[config.mk]
export PLATFORM = sky130hd
export DESIGN_NAME = conv_window_feeder
export DESIGN_NICKNAME = d
export VERILOG_FILES = /design/src/rtl/conv_window_feeder.sv
export SDC_FILE = /design/constraint.sdc
export NUM_CORES = 2
export LEC_CHECK = 0
export BUFFER_PORTS_ARGS = -buffer_cell sky130_fd_sc_hd__buf_4
export CORE_UTILIZATION = 60
export CTS_CLUSTER_DIAMETER = 80
export DETAILED_ROUTE_END_ITERATION = 16
export PLACE_DENSITY = 0.84
export SYNTH_ARGS = -nofsm -noshare
export SYNTH_HDL_FRONTEND = slang
export SYNTH_SLANG_ARGS = --single-unit
[constraint.sdc]
create_clock -name Clk -period 6.17 [get_ports Clk]
set_clock_uncertainty 0.1 [all_clocks]
set_input_delay 0 -clock Clk [delete_from_list [all_inputs] [get_ports Clk]]
set_output_delay 0 -clock Clk [all_outputs]
set_load 0.01 [all_outputs]
[src/rtl/conv_window_feeder.sv]
// ---------------------------------------------------------------------------
// conv_window_feeder
//
// Purpose: takes a raster-order pixel stream. It keeps two line buffers and a
// 3x3 sliding window. For every complete window, it presents the window and
// the 3x3 kernel to nine external multipliers. It then waits for the
// accumulated result before taking more pixels.
//
// Handshake: a pixel transfers on a rising edge where pix_valid and pix_ready
// are both 1. pix_valid may rise and fall freely. pix_ready is 1 only in FILL.
// After a transfer, the pixel is consumed and the source may present the next
// one in the same cycle.
//
// Ports:
//   Clk, Rst            rising-edge clock, synchronous active-high reset
//   k_load/k_addr/k_data kernel weight write port (index 0..8)
//   pix_valid/pix_data  pixel stream in, pix_ready back-pressure out
//   multiplier_input    flat 3x3 pixel window, element r*3+c at [i*DW +: DW]
//   multiplicand_input  flat 3x3 kernel, same element layout
//   mStart              one-cycle start pulse to all nine multipliers
//   cReady              accumulated result done (sampled only in WAIT)
//   win_x, win_y        output coordinate of the issued window
//   frame_done          one-cycle pulse after the last window of a frame
//   dbg_state           current FSM state, for observation only
// ---------------------------------------------------------------------------
module conv_window_feeder #(
    parameter int DATA_WIDTH  = 32,
    parameter int KERNEL_SIZE = 3,
    parameter int IMG_WIDTH   = 8,
    parameter int IMG_HEIGHT  = 8
) (
    input  logic                          Clk,
    input  logic                          Rst,
    input  logic                          k_load,
    input  logic [3:0]                    k_addr,
    input  logic [DATA_WIDTH-1:0]         k_data,
    input  logic                          pix_valid,
    input  logic [DATA_WIDTH-1:0]         pix_data,
    output logic                          pix_ready,
    output logic [9*DATA_WIDTH-1:0]       multiplier_input,
    output logic [9*DATA_WIDTH-1:0]       multiplicand_input,
    output logic [8:0]                    mStart,
    input  logic                          cReady,
    output logic [$clog2(IMG_WIDTH)-1:0]  win_x,
    output logic [$clog2(IMG_HEIGHT)-1:0] win_y,
    output logic                          frame_done,
    output logic [2:0]                    dbg_state
);

    localparam int XW   = $clog2(IMG_WIDTH);
    localparam int YW   = $clog2(IMG_HEIGHT);
    localparam int NTAP = KERNEL_SIZE * KERNEL_SIZE;

    localparam logic [XW-1:0] COL_LAST = XW'(IMG_WIDTH - 1);
    localparam logic [YW-1:0] ROW_LAST = YW'(IMG_HEIGHT - 1);

    typedef enum logic [2:0] {
        S_IDLE  = 3'd0,
        S_FILL  = 3'd1,
        S_ISSUE = 3'd2,
        S_WAIT  = 3'd3,
        S_DONE  = 3'd4
    } state_t;

    state_t                state_q, state_d;
    logic [XW-1:0]         col_q, col_d;
    logic [YW-1:0]         row_q, row_d;
    logic [DATA_WIDTH-1:0] lb0_q [IMG_WIDTH];   // row-2 (oldest) line
    logic [DATA_WIDTH-1:0] lb0_d [IMG_WIDTH];
    logic [DATA_WIDTH-1:0] lb1_q [IMG_WIDTH];   // row-1 line
    logic [DATA_WIDTH-1:0] lb1_d [IMG_WIDTH];
    logic [DATA_WIDTH-1:0] win_q [NTAP];
    logic [DATA_WIDTH-1:0] win_d [NTAP];
    logic [DATA_WIDTH-1:0] kern_q [NTAP];
    logic [DATA_WIDTH-1:0] kern_d [NTAP];
    logic [XW-1:0]         win_x_q, win_x_d;
    logic [YW-1:0]         win_y_q, win_y_d;
    logic                  last_q, last_d;      // issued window closes the frame
    logic                  pix_ready_q, pix_ready_d;
    logic [8:0]            mstart_q, mstart_d;
    logic                  frame_done_q, frame_done_d;

    logic accept;
    logic k_write;

    always_comb begin
        state_d  = state_q;
        col_d    = col_q;
        row_d    = row_q;
        lb0_d    = lb0_q;
        lb1_d    = lb1_q;
        win_d    = win_q;
        kern_d   = kern_q;
        win_x_d  = win_x_q;
        win_y_d  = win_y_q;
        last_d   = last_q;

        accept  = pix_valid && pix_ready_q;
        // Kernel is frozen while a window is in flight in the multipliers.
        k_write = k_load && (k_addr <= 4'd8) &&
                  ((state_q == S_IDLE) || (state_q == S_FILL) || (state_q == S_DONE));
        if (k_write) begin
            kern_d[k_addr] = k_data;
        end

        case (state_q)
            S_IDLE: state_d = S_FILL;
            S_FILL: begin
                if (accept) begin
                    // Column shift: each row moves left, the new column enters at c=2
                    // taken from (oldest line, previous line, incoming pixel).
                    win_d[0] = win_q[1];
                    win_d[1] = win_q[2];
                    win_d[2] = lb0_q[col_q];
                    win_d[3] = win_q[4];
                    win_d[4] = win_q[5];
                    win_d[5] = lb1_q[col_q];
                    win_d[6] = win_q[7];
                    win_d[7] = win_q[8];
                    win_d[8] = pix_data;
                    lb0_d[col_q] = lb1_q[col_q];
                    lb1_d[col_q] = pix_data;

                    if (col_q == COL_LAST) begin
                        col_d = '0;
                        row_d = (row_q == ROW_LAST) ? '0 : row_q + YW'(1);
                    end else begin
                        col_d = col_q + XW'(1);
                    end

                    if ((col_q >= XW'(2)) && (row_q >= YW'(2))) begin
                        state_d = S_ISSUE;
                        win_x_d = col_q - XW'(2);
                        win_y_d = row_q - YW'(2);
                        last_d  = (col_q == COL_LAST) && (row_q == ROW_LAST);
                    end
                end
            end
            S_ISSUE: state_d = S_WAIT;
            S_WAIT: begin
                if (cReady) begin
                    state_d = last_q ? S_DONE : S_FILL;
                end
            end
            S_DONE:  state_d = S_FILL;
            default: state_d = S_IDLE;
        endcase

        // Outputs are registered from the next state so they line up with it.
        pix_ready_d  = (state_d == S_FILL);
        mstart_d     = (state_d == S_ISSUE) ? 9'h1FF : 9'h000;
        frame_done_d = (state_d == S_DONE);
    end

    always_ff @(posedge Clk) begin
        if (Rst) begin
            state_q      <= S_IDLE;
            col_q        <= '0;
            row_q        <= '0;
            lb0_q        <= '{default: '0};
            lb1_q        <= '{default: '0};
            win_q        <= '{default: '0};
            kern_q       <= '{default: '0};
            win_x_q      <= '0;
            win_y_q      <= '0;
            last_q       <= 1'b0;
            pix_ready_q  <= 1'b0;
            mstart_q     <= 9'h000;
            frame_done_q <= 1'b0;
        end else begin
            state_q      <= state_d;
            col_q        <= col_d;
            row_q        <= row_d;
            lb0_q        <= lb0_d;
            lb1_q        <= lb1_d;
            win_q        <= win_d;
            kern_q       <= kern_d;
            win_x_q      <= win_x_d;
            win_y_q      <= win_y_d;
            last_q       <= last_d;
            pix_ready_q  <= pix_ready_d;
            mstart_q     <= mstart_d;
            frame_done_q <= frame_done_d;
        end
    end

    for (genvar i = 0; i < 9; i++) begin : g_flat
        assign multiplier_input[i*DATA_WIDTH +: DATA_WIDTH]   = win_q[i];
        assign multiplicand_input[i*DATA_WIDTH +: DATA_WIDTH] = kern_q[i];
    end

    assign pix_ready  = pix_ready_q;
    assign mStart     = mstart_q;
    assign win_x      = win_x_q;
    assign win_y      = win_y_q;
    assign frame_done = frame_done_q;
    assign dbg_state  = state_q;

endmodule
==> reports/results.tsv <==
stage	metric	value	unit
outcome	outcome	finished clean	
setup_path	worstSetupPathType	flip-flop to flip-flop	
hold_path	hold_path_end	multiplicand_input[280]	
synthesis	netlist_instances	5018	
sta	worst_slew_pin_slew	1.24	ns
clock_tree	clkTransAtPathRegs	0.06	ns
power_and_ir_drop	irDropWorstVdd	255	uV
power_and_ir_drop	p_int	0.0116	W
drt	drt_iter0_markers	4984	
setup_path	path_cells	inv_1 -> ha_1 -> nand2_1 -> or3_2 -> buf_4 -> nand2_1 -> a21oi_1	
setup_path	cp-start-kind	flip-flop	
clock_tree	cts_buffer_depth	3	
drt	ant_nets	0	
clock_tree	cts_root_buf	clkbuf_16	
floorplan	dieArea	0.0716	mm^2
synthesis	synth.avg_cell_area	8.43	um^2
setup_path	critical_path.max_fanout	67	
sta	setup_viol_count_final	0	
grt	grt_usage	38.0	%
sta	tns	0	ns
sta	slew_headroom	17.6	%
synthesis	syn-cell-area	0.0423	mm^2
synthesis	ys.flop_type	dfxtp_1	
sta	hold_viol	0	
power_and_ir_drop	pwr-share-clk	46.4	%
sta	timing.final.crit_share	58.5	%
power_and_ir_drop	seq_power_share	48.5	%
sta	fmax	277	MHz
setup_path	worstSetupStartpoint	col_q[1]	
layout	finalNonFillerCells	6492	
clock_tree	clk_latency	0.68	ns
setup_path	r2r_start	col_q[1]	
place	io_buffers	668	
setup_path	crit_family	simple AND/OR/NAND/NOR gates	
synthesis	seq_area_frac_synth	52.4	%
sta	period_needed	3.61	ns
sta	fin_ws	2.56	ns
setup_path	reg2reg_to	lb1_q[77]	
floorplan	initial_core_util	61.2	%
place	finalWeightedCongestion	0.849	
grt	grtUsageMet1	46.5	%
layout	fill_cells	4671	
hold_path	hold_depth	5	
drt	routed_wl	142	mm
setup_path	worstPathArrival	4.08	ns
place	post-place-ws	2.71	ns
synthesis	synth_warnings	0	
floorplan	die_h	268	um
grt	grt-ovfl-total	0	
synthesis	synth_edf_count	0	
grt	grt_max_degree	251	
synthesis	ys_types	42	
synthesis	synth-seq-cells	1107	
synthesis	synthesis.nets	5102	
drt	route.detailed.vias_per_inst	5.99	
setup_path	rrSetupSlack	2.56	ns
setup_path	path_depth	7	
sta	drv_slew	0	
setup_path	cp-end-kind	flip-flop	
hold_path	hold_path.class	input pin to flip-flop	
floorplan	ioPinCount	669	
layout	multi_input_area	0.0183	mm^2
setup_path	worst_ep_required_time	6.64	ns
power_and_ir_drop	p_switching	0.00348	W
grt	grt_pass1_wl	212	mm
floorplan	floorplan.die.width	268	um
clock_tree	cts.sinks	1107	
synthesis	async_flop_share	0	%
grt	grt_util_met2	59.4	%
power_and_ir_drop	comb_power_share	5.2	%
drt	drtPass1Iterations	6	
drt	vias	38885	
grt	top_usage_layer	met2	
grt	antenna_found_initial	5	
place	place_hpwl	81.8	mm
layout	drive_above_1_share	20.0	%
clock_tree	cts_tree	yes	
setup_path	slowest_delay	1.05	ns
drt	drc	0	
layout	final_nets	5552	
layout	syn2layout_area_growth	22.1	%
power_and_ir_drop	swShare	23.0	%
power_and_ir_drop	power_leakage	20.7	nW
setup_path	path_buf_inv	2	
grt	grt_use_met3	9.98	%
setup_path	r2r_cells	7	
place	place_inst	6212	
setup_path	cpMostUsedCell	nand2_1	
layout	regArea	0.0222	mm^2
floorplan	rows	96	
drt	routedWlPerCell	21.8	um
clock_tree	cts-htree-levels	3	
grt	grt_pass1_vias	37461	
setup_path	crit_slowest_cell	dfxtp_4	
sta	grt_setup_unrepaired	no	
flow_run	cap_viol_max_count	0	
clock_tree	cts_inserted_buffers	110	
hold_path	min-delay-start	k_load	
floorplan	core_area	0.0692	mm^2
power_and_ir_drop	powerDensity	292	mW/mm^2
==> flip-flops by register name (all words and copies together) (netlist names) <==
register            count
multiplicand_input    288
multiplier_input      288
lb0_q                 256
lb1_q                 256
col_q                   3
dbg_state               3
row_q                   3
win_x                   3
win_y                   3
frame_done              1
last_q                  1
mStart                  1
pix_ready               1
==> logic make-up (layout without fill, tap and decap cells) <==
group           after synthesis  in the layout  share of synthesized area (%)
mux                         256            256                           10.1
other cells                   0              3                              0
flops                      1107           1107                           52.4
compound gates              734            734                           8.83
fa+ha+maj                    11             11                          0.325
buf+inv                     463           1003                           4.76
simple gates               2447           2447                           23.6
==> tightest hold or removal path: stages <==
cell,delay [ns]
buf_4,0.11
nand2b_1,0.37
nor4b_4,0.20
nand2_1,0.08
a21oi_1,0.05
==> timing repair <==
action / 4_1_cts / 5_1_grt
endpoints found under the hold margin: 653 / 0
resized for setup: 0 / 0
hold buffers: 75 / 0
setup buffers: 0 / 0
==> cells in the final DEF, fill, tap and decap left out, types with 27 or more instances in the layout <==
cell	Yosys	final
nand2_1	1356	1355
dfxtp_1	1107	1105
buf_4	17	707
nor2_1	707	706
a21oi_1	686	686
nor3_1	294	294
mux4_2	128	128
clkbuf_16	0	112
mux2i_1	96	96
dlygate4sd3_1	0	75
o22ai_1	33	33
nor3_2	31	28
clkbuf_8	0	27
==> per-stage QoR <==
stage | utilization (%) | total power [W] | cell area, um^2 | hold slack, ns
2_1_floorplan | - | 0.00790 | 42300 | 0.0948
3_3_place_gp | 68.1 | 0.00818 | 47100 | 0.208
3_5_place_dp | 68.1 | 0.00819 | 47100 | 0.215
4_1_cts | 74.7 | 0.0151 | 51700 | 0.0643
5_1_grt | 74.7 | 0.0155 | 51700 | 0.0918
6_report | 74.7 | 0.0151 | 51700 | 0.0866
==> how the worst max path moves through the flow <==
stage / to
3_3_place_gp: lb0_q[73]
6_report: lb1_q[77]
5_1_grt: lb0_q[232]
3_5_place_dp: lb0_q[240]
4_1_cts: lb1_q[77]
2_1_floorplan: win_x[2]
==> metal layers <==
layer / part of all wire, % / wire, um
met1: 36 / 51400
met5: 0.038 / 54
met4: 6.2 / 8780
met2: 46 / 64800
met3: 12 / 16500
==> power by group through the flow <==
stage | clock (W) | combinational [W] | sequential, W
floorplan | 0 | 0.000443 | 0.00745
global placement | 0 | 0.000707 | 0.00747
detailed placement | 0 | 0.000713 | 0.00747
CTS | 0.00701 | 0.000757 | 0.00732
global route | 0.00734 | 0.000821 | 0.00732
finish | 0.00701 | 0.000778 | 0.00732
==> synth_stat cells, types with 11 or more instances <==
cell type / instances / area [um^2]
o22ai_1: 33 / 206
mux2_2: 14 / 158
nand3_1: 12 / 60.1
nor3_1: 294 / 1470
nor3_2: 31 / 310
mux4_2: 128 / 2880
mux2_4: 18 / 270
ha_1: 11 / 138
mux2i_1: 96 / 961
nor2b_1: 11 / 68.8
buf_1: 16 / 60.1
a21oi_1: 686 / 3430
buf_4: 17 / 128
nand2_1: 1356 / 5090
buf_2: 89 / 445
nor2_1: 707 / 2650
dfxtp_1: 1107 / 22200
clkbuf_1: 320 / 1200
==> layout make-up <==
class | count | share of cell area [%]
inverters | 10 | 0.0726
clock inverters | 41 | 1.08
multi-input cells | 3448 | 35.3
diodes | 3 | 0.0145
flip-flops and latches | 1107 | 42.9
clock buffers | 161 | 6.30
well taps | 931 | 2.25
repair buffers | 791 | 12.1
(Power assumes the default switching activity.)
